--- config.mk ---
export PLATFORM = sky130hd
export DESIGN_NAME = mvm_feeder_flat
export DESIGN_NICKNAME = d
export VERILOG_FILES = /design/src/rtl/mvm_feeder_if.sv /design/src/rtl/mvm_feeder.sv /design/src/flat_wrapper.sv
export SDC_FILE = /design/constraint.sdc
export NUM_CORES = 1
export LEC_CHECK = 0
export CORE_UTILIZATION = 55
export DETAILED_ROUTE_END_ITERATION = 16
export HOLD_SLACK_MARGIN = 0.08
export PLACE_DENSITY = 0.79
export SLEW_MARGIN = 5
export SYNTH_ARGS = -nofsm -noshare
export SYNTH_HDL_FRONTEND = slang
export SYNTH_SLANG_ARGS = --single-unit
--- constraint.sdc ---
create_clock -name clk -period 6.61 [get_ports clk]
set_input_delay 1.322 -clock clk [delete_from_list [all_inputs] [get_ports clk]]
set_output_delay 1.322 -clock clk [all_outputs]
set_load 0.02 [all_outputs]
--- src/rtl/mvm_feeder_if.sv ---
// Stream-in and multiplier-side signals of the matrix-vector feeder.
// The slave modport is the feeder's view; the master modport is the environment's view.
interface mvm_feeder_if #(
    parameter int B = 8
);
    logic         in_valid;
    logic         in_ready;
    logic [B-1:0] in_data;
    logic         startMatrix;
    logic         startVector;
    logic         start;
    logic [B-1:0] data_in;
    logic         done;

    modport master (
        output in_valid, in_data, done,
        input  in_ready, startMatrix, startVector, start, data_in
    );

    modport slave (
        input  in_valid, in_data, done,
        output in_ready, startMatrix, startVector, start, data_in
    );
endinterface

--- src/rtl/mvm_feeder.sv ---
// Buffers a K x K matrix and K-vector from a valid/ready stream, then replays them
// to the multiplier as one gap-free startMatrix/startVector/start burst per job.
module mvm_feeder #(
    parameter int K = 3,
    parameter int B = 8
) (
    input  logic        clk,
    input  logic        reset,
    mvm_feeder_if.slave bus,
    output logic        busy
);
    localparam int KK = K * K;
    localparam int N  = KK + K;
    localparam int CW = $clog2(N + 1);
    localparam int DW = $clog2(K + 1);

    typedef enum logic [2:0] {IDLE, MATH, MAT, VECH, VEC, GO, WAIT, DRAIN} state_t;

    state_t        state;
    logic [B-1:0]  mem [N];
    logic [CW-1:0] wcnt;
    logic [CW-1:0] wcnt_next;
    logic [CW-1:0] rcnt;
    logic [CW-1:0] rnext;
    logic [DW-1:0] dcnt;
    logic          accept;
    logic          buf_release;

    // The buffer is handed back to upstream as soon as the last vector word is on data_in.
    always_comb begin
        accept      = bus.in_valid && bus.in_ready;
        buf_release = (state == VEC) && (rcnt == CW'(N - 1));
        rnext       = rcnt + CW'(1);
        wcnt_next   = wcnt;
        if (buf_release) begin
            wcnt_next = '0;
        end else if (accept) begin
            wcnt_next = wcnt + CW'(1);
        end
    end

    always_ff @(posedge clk or negedge reset) begin
        if (!reset) begin
            wcnt         <= '0;
            bus.in_ready <= 1'b0;
        end else begin
            wcnt         <= wcnt_next;
            bus.in_ready <= (wcnt_next < CW'(N));
        end
    end

    always_ff @(posedge clk) begin
        if (accept) begin
            mem[wcnt] <= bus.in_data;
        end
    end

    // Outputs are set on the edge that enters the state they belong to, so every pulse is registered.
    always_ff @(posedge clk or negedge reset) begin
        if (!reset) begin
            state           <= IDLE;
            rcnt            <= '0;
            dcnt            <= '0;
            bus.startMatrix <= 1'b0;
            bus.startVector <= 1'b0;
            bus.start       <= 1'b0;
            bus.data_in     <= '0;
            busy            <= 1'b0;
        end else begin
            bus.startMatrix <= 1'b0;
            bus.startVector <= 1'b0;
            bus.start       <= 1'b0;
            bus.data_in     <= '0;
            case (state)
                IDLE: begin
                    if (wcnt == CW'(N)) begin
                        state           <= MATH;
                        bus.startMatrix <= 1'b1;
                        busy            <= 1'b1;
                    end
                end
                MATH: begin
                    state       <= MAT;
                    rcnt        <= '0;
                    bus.data_in <= mem[0];
                end
                MAT: begin
                    if (rcnt == CW'(KK - 1)) begin
                        state           <= VECH;
                        rcnt            <= CW'(KK);
                        bus.startVector <= 1'b1;
                    end else begin
                        rcnt        <= rnext;
                        bus.data_in <= mem[rnext];
                    end
                end
                VECH: begin
                    state       <= VEC;
                    bus.data_in <= mem[rcnt];
                end
                VEC: begin
                    if (buf_release) begin
                        state     <= GO;
                        rcnt      <= '0;
                        bus.start <= 1'b1;
                    end else begin
                        rcnt        <= rnext;
                        bus.data_in <= mem[rnext];
                    end
                end
                GO: begin
                    state <= WAIT;
                end
                WAIT: begin
                    if (bus.done) begin
                        state <= DRAIN;
                        dcnt  <= '0;
                    end
                end
                DRAIN: begin
                    if (dcnt == DW'(K - 1)) begin
                        state <= IDLE;
                        busy  <= 1'b0;
                    end else begin
                        dcnt <= dcnt + DW'(1);
                    end
                end
                default: begin
                    state <= IDLE;
                    busy  <= 1'b0;
                end
            endcase
        end
    end
endmodule

--- src/flat_wrapper.sv ---
// flat-port wrapper written by rule: the top's interface ports become plain ports
module mvm_feeder_flat 
#(
    parameter int K = 3,
    parameter int B = 8
)
  (clk, reset, busy, bus_in_valid, bus_in_data, bus_done, bus_in_ready, bus_startMatrix, bus_startVector, bus_start, bus_data_in);
  mvm_feeder_if #(.B(B)) bus_i ();
  input  logic clk;
  input  logic reset;
  output logic busy;
  input wire logic [$bits(bus_i.in_valid)-1:0] bus_in_valid;
  input wire logic [$bits(bus_i.in_data)-1:0] bus_in_data;
  input wire logic [$bits(bus_i.done)-1:0] bus_done;
  output wire logic [$bits(bus_i.in_ready)-1:0] bus_in_ready;
  output wire logic [$bits(bus_i.startMatrix)-1:0] bus_startMatrix;
  output wire logic [$bits(bus_i.startVector)-1:0] bus_startVector;
  output wire logic [$bits(bus_i.start)-1:0] bus_start;
  output wire logic [$bits(bus_i.data_in)-1:0] bus_data_in;
  assign bus_i.in_valid = bus_in_valid;
  assign bus_i.in_data = bus_in_data;
  assign bus_i.done = bus_done;
  assign bus_in_ready = bus_i.in_ready;
  assign bus_startMatrix = bus_i.startMatrix;
  assign bus_startVector = bus_i.startVector;
  assign bus_start = bus_i.start;
  assign bus_data_in = bus_i.data_in;
  mvm_feeder #(.K(K), .B(B)) u_core (.clk(clk), .reset(reset), .bus(bus_i), .busy(busy));
endmodule
## After elaboration in Yosys (flattened, before gate mapping)

Memory sizes are Yosys's and may differ from the RTL's.
Cells that the tools add are included.

| storage, ports and cells | value |
|---|---|
| flip-flop bits (word level) | 26 |
| memory bits (writable) | 96 |
| bits of input ports | 12 |
| output and inout port bits | 13 |
| logic and storage cells | 69 |
| memories kept | 1 |

| operators by class | value |
|---|---|
| add/subtract/negate cells | 3 |
| $lt $le $gt $ge | 1 |
| equality and inequality tests | 17 |
| mux-type cells | 28 |
| reduce and logical (&&, ||, !) cells | 9 |

Memories:

| memory | words | bits a word | rd ports | clocked after Yosys merged registers in | write ports | line | source |
|---|---|---|---|---|---|---|---|
| u_core.mem | 12 | 8 | 3 | 0 | 1 | mvm_feeder.sv:20 | `logic [B-1:0] mem [N];` |

Operators with widths:

| operator | number |
|---|---|
| $pmux 8 s4 | 1 |
| $pmux 3 s8 | 1 |
| $mux 4 | 4 |
| $mux 8 | 2 |
| $mux 3 | 5 |
| $eq 3x3->1 const B | 4 |
| $eq 4x4->1 const B | 3 |
| $pmux 4 s3 | 1 |
| $mux 1 | 10 |
| $add 4x1->4 const B | 2 |
| $ne 2x1->1 const B | 4 |
| $eq 3x2->1 const B | 2 |
| $reduce_and 3->1 | 2 |
| $reduce_and 5->1 | 1 |
| $lt 4x4->1 const B | 1 |
| $mux 2 | 2 |
| $ne 2x2->1 const B | 2 |
| $pmux 2 s2 | 1 |
| $reduce_bool 2->1 | 2 |
| $eq 3x1->1 const B | 1 |
| $logic_not 3->1 | 1 |
| $reduce_bool 3->1 | 1 |
| $add 2x1->2 const B | 1 |
| $eq 2x2->1 const B | 1 |
| 2 further kinds | 3 |

## Longest topological paths before layout

| logic depth | value |
|---|---|
| word-level depth | 4 |
| gate-level depth with buffers | 11 |
| gate-level depth less buffers | 6 |

## Worst setup path after synthesis

No wires, ideal clock.

| timing path | value |
|---|---|
| kind | reg-to-reg |
| start point | register u_core.rcnt[0] |
| end point | register u_core.bus.data_in[4] |
| setup time | 0.133 ns |
| data arrival time | 2.396 ns |
| data required time | 6.477 ns |
| path slack | 4.081 ns |
| cell stages (with the launch flop) | 12 |
| path buffers | 6 |
| period minus slack after synthesis | 2.529 ns |
| cell sequence | dfrtp_1 -> buf_4 -> buf_4 -> buf_2 -> inv_2 -> ha_1 -> buf_2 -> buf_2 -> buf_2 -> mux4_2 -> a32oi_1 -> o211ai_1 |

| between the ends | value |
|---|---|
| longest elaborated chain between the ends | 4 |
| elaborated cells on any way between the ends | 8 |
| classes of those cells | add/sub (1); eq/ne (2); mux (3); reduce/logical (1); memory (1) |

Ends and longest elaborated chain:

| what | line | source |
|---|---|---|
| start, declared | mvm_feeder.sv:23 | `logic [CW-1:0] rcnt;` |
| start signal, assigned | mvm_feeder.sv:90 | `rcnt <= CW'(KK);` |
| start signal, assigned | mvm_feeder.sv:93 | `rcnt <= rnext;` |
| start signal, assigned | mvm_feeder.sv:107 | `rcnt <= rnext;` |
| $add 4x1->4 / $eq 4x4->1 (equally long branches) | mvm_feeder.sv:33, mvm_feeder.sv:32 |  |
| $mem_v2 12x8 / $logic_and 1x1->1 (equally long branches) | - |  |
| $mux 8 (on tied branches) | mvm_feeder.sv:102, mvm_feeder.sv:88 |  |
| $pmux 8 s4 (*) | mvm_feeder.sv:74 | `case (state)` |
| end signal, assigned | mvm_feeder.sv:85 | `bus.data_in <= mem[0];` |
| end signal, assigned | mvm_feeder.sv:99 | `bus.data_in <= mem[rcnt];` |
| end signal, assigned | mvm_feeder.sv:108 | `bus.data_in <= mem[rnext];` |
| end, declared | mvm_feeder_if.sv:22 | `output in_ready, startMatrix, startVector, start, data_in` |

Every way passes the cells marked *; elsewhere a longest branch is shown, timed or not.
A chain may end at the register's enable or synchronous reset.

## Worst setup path after layout

| timing path | value |
|---|---|
| start point | register u_core.rcnt[1] |
| end point | register u_core.bus.data_in[2] |

The elaborated chain is that of the path after synthesis.

==> metrics.yaml <==
status: "complete, no violations"
ys_async_sr_fraction_pct: 21.3
cp_num_buf_inv: 2
num_rows: 37
synth_top_area_cell: "edfxtp_1"
cts_max_path_buffers: 2
synthTopCellsByCount: "edfxtp_1 (96), mux4_2 (43), dfrtp_1 (26)"
postCtsHoldBufs: 0
fin_tns_setup_ns: 0
dieArea_um2: 11100
drc_errors: 0
gp_congestion: 0.869
grt_overflow: 0
die_h_um: 106
setup.worst_path.start_class: "flip-flop"
clkSinkCount: 122
synth-edff-count: 96
drive_above_1_share_pct: 21.8
synth_nets: 370
seq_area_um2: 3530
grtUsageTotal_pct: 25.9
path_delay_family: "adder cells"
synth_top_area_share_pct: 48.9
syn2layout_area_growth_pct: 15.5
fin_crit_sh_pct: 47.1
firstDrtPassIters: 5
dp_hpwl_um: 9070
cp_data_required_time_ns: 6.99
fin_skew_ns: 0.0156
h-tree-depth: 4
ys_seq_area_share_pct: 59.9
syn_inst: 347
critical_path_depth: 7
end_kind: "flip-flop"
clk_pin_slew_worst_paths_ns: 0.06
vias_per_cell: 6.65
drt_wl_total_um: 13200
numCtsBuffers: 17
critPathKind: "reg -> reg"
cp.arrival_ns: 3.50
start_util_pct: 56.9
via_count: 3465
path_cells: "buf_4, inv_1, ha_1, mux4_2, nor2b_1, a211oi_1, o21ai_1"
rsz0062_at_grt: "no"
powerDensity_nw_per_um2: 434
drv_slew: 0
io_pins: 25
netlist_top_cells_area: "edfxtp_1 (49%), mux4_2 (16%), dfrtp_1 (11%)"
core_area_um2: 10400
max-vdd-ir-drop_mv: 0.294
syn_area_um2: 5900
grt_pass1_vias: 3412
reg2regPathDepth: 7
grt_pass1_wl_um: 20200
leakage_nw: 2.31
min_period_ns: 3.12
max-cap-violations: 0
min_path_type: "reg -> reg"
synthDistinctLibCells: 46
crit_fanout: 24
yosys_warnings: 0
drtIter0Drc: 503
synth-seq-cells: 122
cts_resized: 0
finish.utilization_pct: 65.7
hold_depth: 2
syn_area_per_cell_um2: 17.0
cp_slowest_cell: "ha_1"
timing.fmax_mhz: 321
yosysMostFrequentCell: "edfxtp_1"
postCtsSetupBuffers: 0
port_buffers: 24
fillers: 677
grt_start_max_net_pins: 35
antenna_found_initial: 0
wl_per_cell_um: 25.3
antennaDiodeCount: 0
tightest_slew_ns: 1.13
ys.flop_type: "edfxtp_1"
root_buffer: "clkbuf_8"
multi_input_area_um2: 2190
chipWidth_um: 106
slew_headroom_pct: 24.5
setup_viol: 0
crit_path_max_incr_delay_ns: 1.09
finalHoldViolCount: 0
cts_tree: "done"
final_nets: 395
ant_nets: 0
clock_latency_ns: 0.52
==> worst min-delay path, cell delays in order (launching register included) <==
cell     delay (ns)
dfrtp_1        0.35
nand2_1        0.05
nand2_1        0.06
==> layer usage <==
metal  global-route usage, %  up-vias  part of all wire (%)
met5                       0        -                     0
met3                    7.11       34                   8.3
li1                        -     1459                     -
met2                    41.1      195                    50
met1                    34.4     1777                    39
met4                    10.1        0                   2.7
==> area by class of cell <==
| cell class | instances | area share (%) |
|---|---|---|
| flip-flops and latches | 122 | 51.9 |
| multi-input cells | 194 | 32.2 |
| clock buffers | 18 | 6.14 |
| repair buffers | 27 | 3.86 |
| clock inverters | 14 | 2.83 |
| well taps | 136 | 2.50 |
| inverters | 10 | 0.551 |
==> cell usage in the layout (no fill, tap or decap), types with 9 or more instances in the layout <==
cell type        instances
inv_1                    9
clkbuf_16               16
mux2i_1                  9
nand2_1                 12
clkdlybuf4s50_1         24
mux4_2                  43
dfrtp_1                 25
nor2b_1                 11
edfxtp_1                96
and2_1                  12
ha_1                    11
o21ai_1                 12
==> final timing paths <==
check                               startpoint               endpoint  slack (ns)
worst max-delay path            u_core.rcnt[1]  u_core.bus.data_in[2]        3.49
worst min-delay path            u_core.dcnt[0]         u_core.dcnt[0]        0.50
worst max register to register  u_core.rcnt[1]  u_core.bus.data_in[2]        3.49
worst min register to register  u_core.dcnt[0]         u_core.dcnt[0]        0.50
max in group asynchronous                reset         u_core.rcnt[0]        5.12
min in group asynchronous                reset         u_core.dcnt[0]        1.19
==> per-stage QoR <==
step | instance area [um2] | total power, mW | std cells | hold slack (ns) | setup WS [ns]
after global placement | 6200 | 1.99 | 489 | 0.465 | 3.37
after CTS | 6810 | 2.97 | 521 | 0.496 | 3.46
after detailed placement | 6200 | 2.01 | 489 | 0.482 | 3.28
after global routing | 6810 | 3.08 | 521 | 0.536 | 3.35
after floorplan | 5900 | 1.76 | 347 | 0.453 | 4.08
final | 6810 | 2.95 | 521 | 0.496 | 3.49
==> flip-flops by register name (all words and copies together), names as in the netlist <==
register and count:
u_core.bus.data_in 8, u_core.bus.in_ready 1, u_core.bus.start 1, u_core.bus.startMatrix 1
u_core.bus.startVector 1, u_core.busy 1, u_core.dcnt 2, u_core.mem 96
u_core.rcnt 4, u_core.state 3, u_core.wcnt 4
==> kinds of logic (layout without fill, tap and decap cells) <==
kind of cell	after synthesis	in the layout	synth area share (%)
xor gates and xnor gates	6	6	1.02
muxes	65	65	21.5
and+or+nand+nor	65	65	6.60
AOI/OAI and AO/OA	47	47	5.79
adders and majority gates	11	11	2.33
DFF	122	122	59.9
buffers and inverters	31	69	2.89
==> where the power goes <==
group	leakage [nW]	internal [mW]	switching [mW]
Clock	0.292	0.613	0.337
Combinational	0.823	0.466	0.483
Sequential	1.20	0.944	0.110
(Power assumes the default switching activity.)
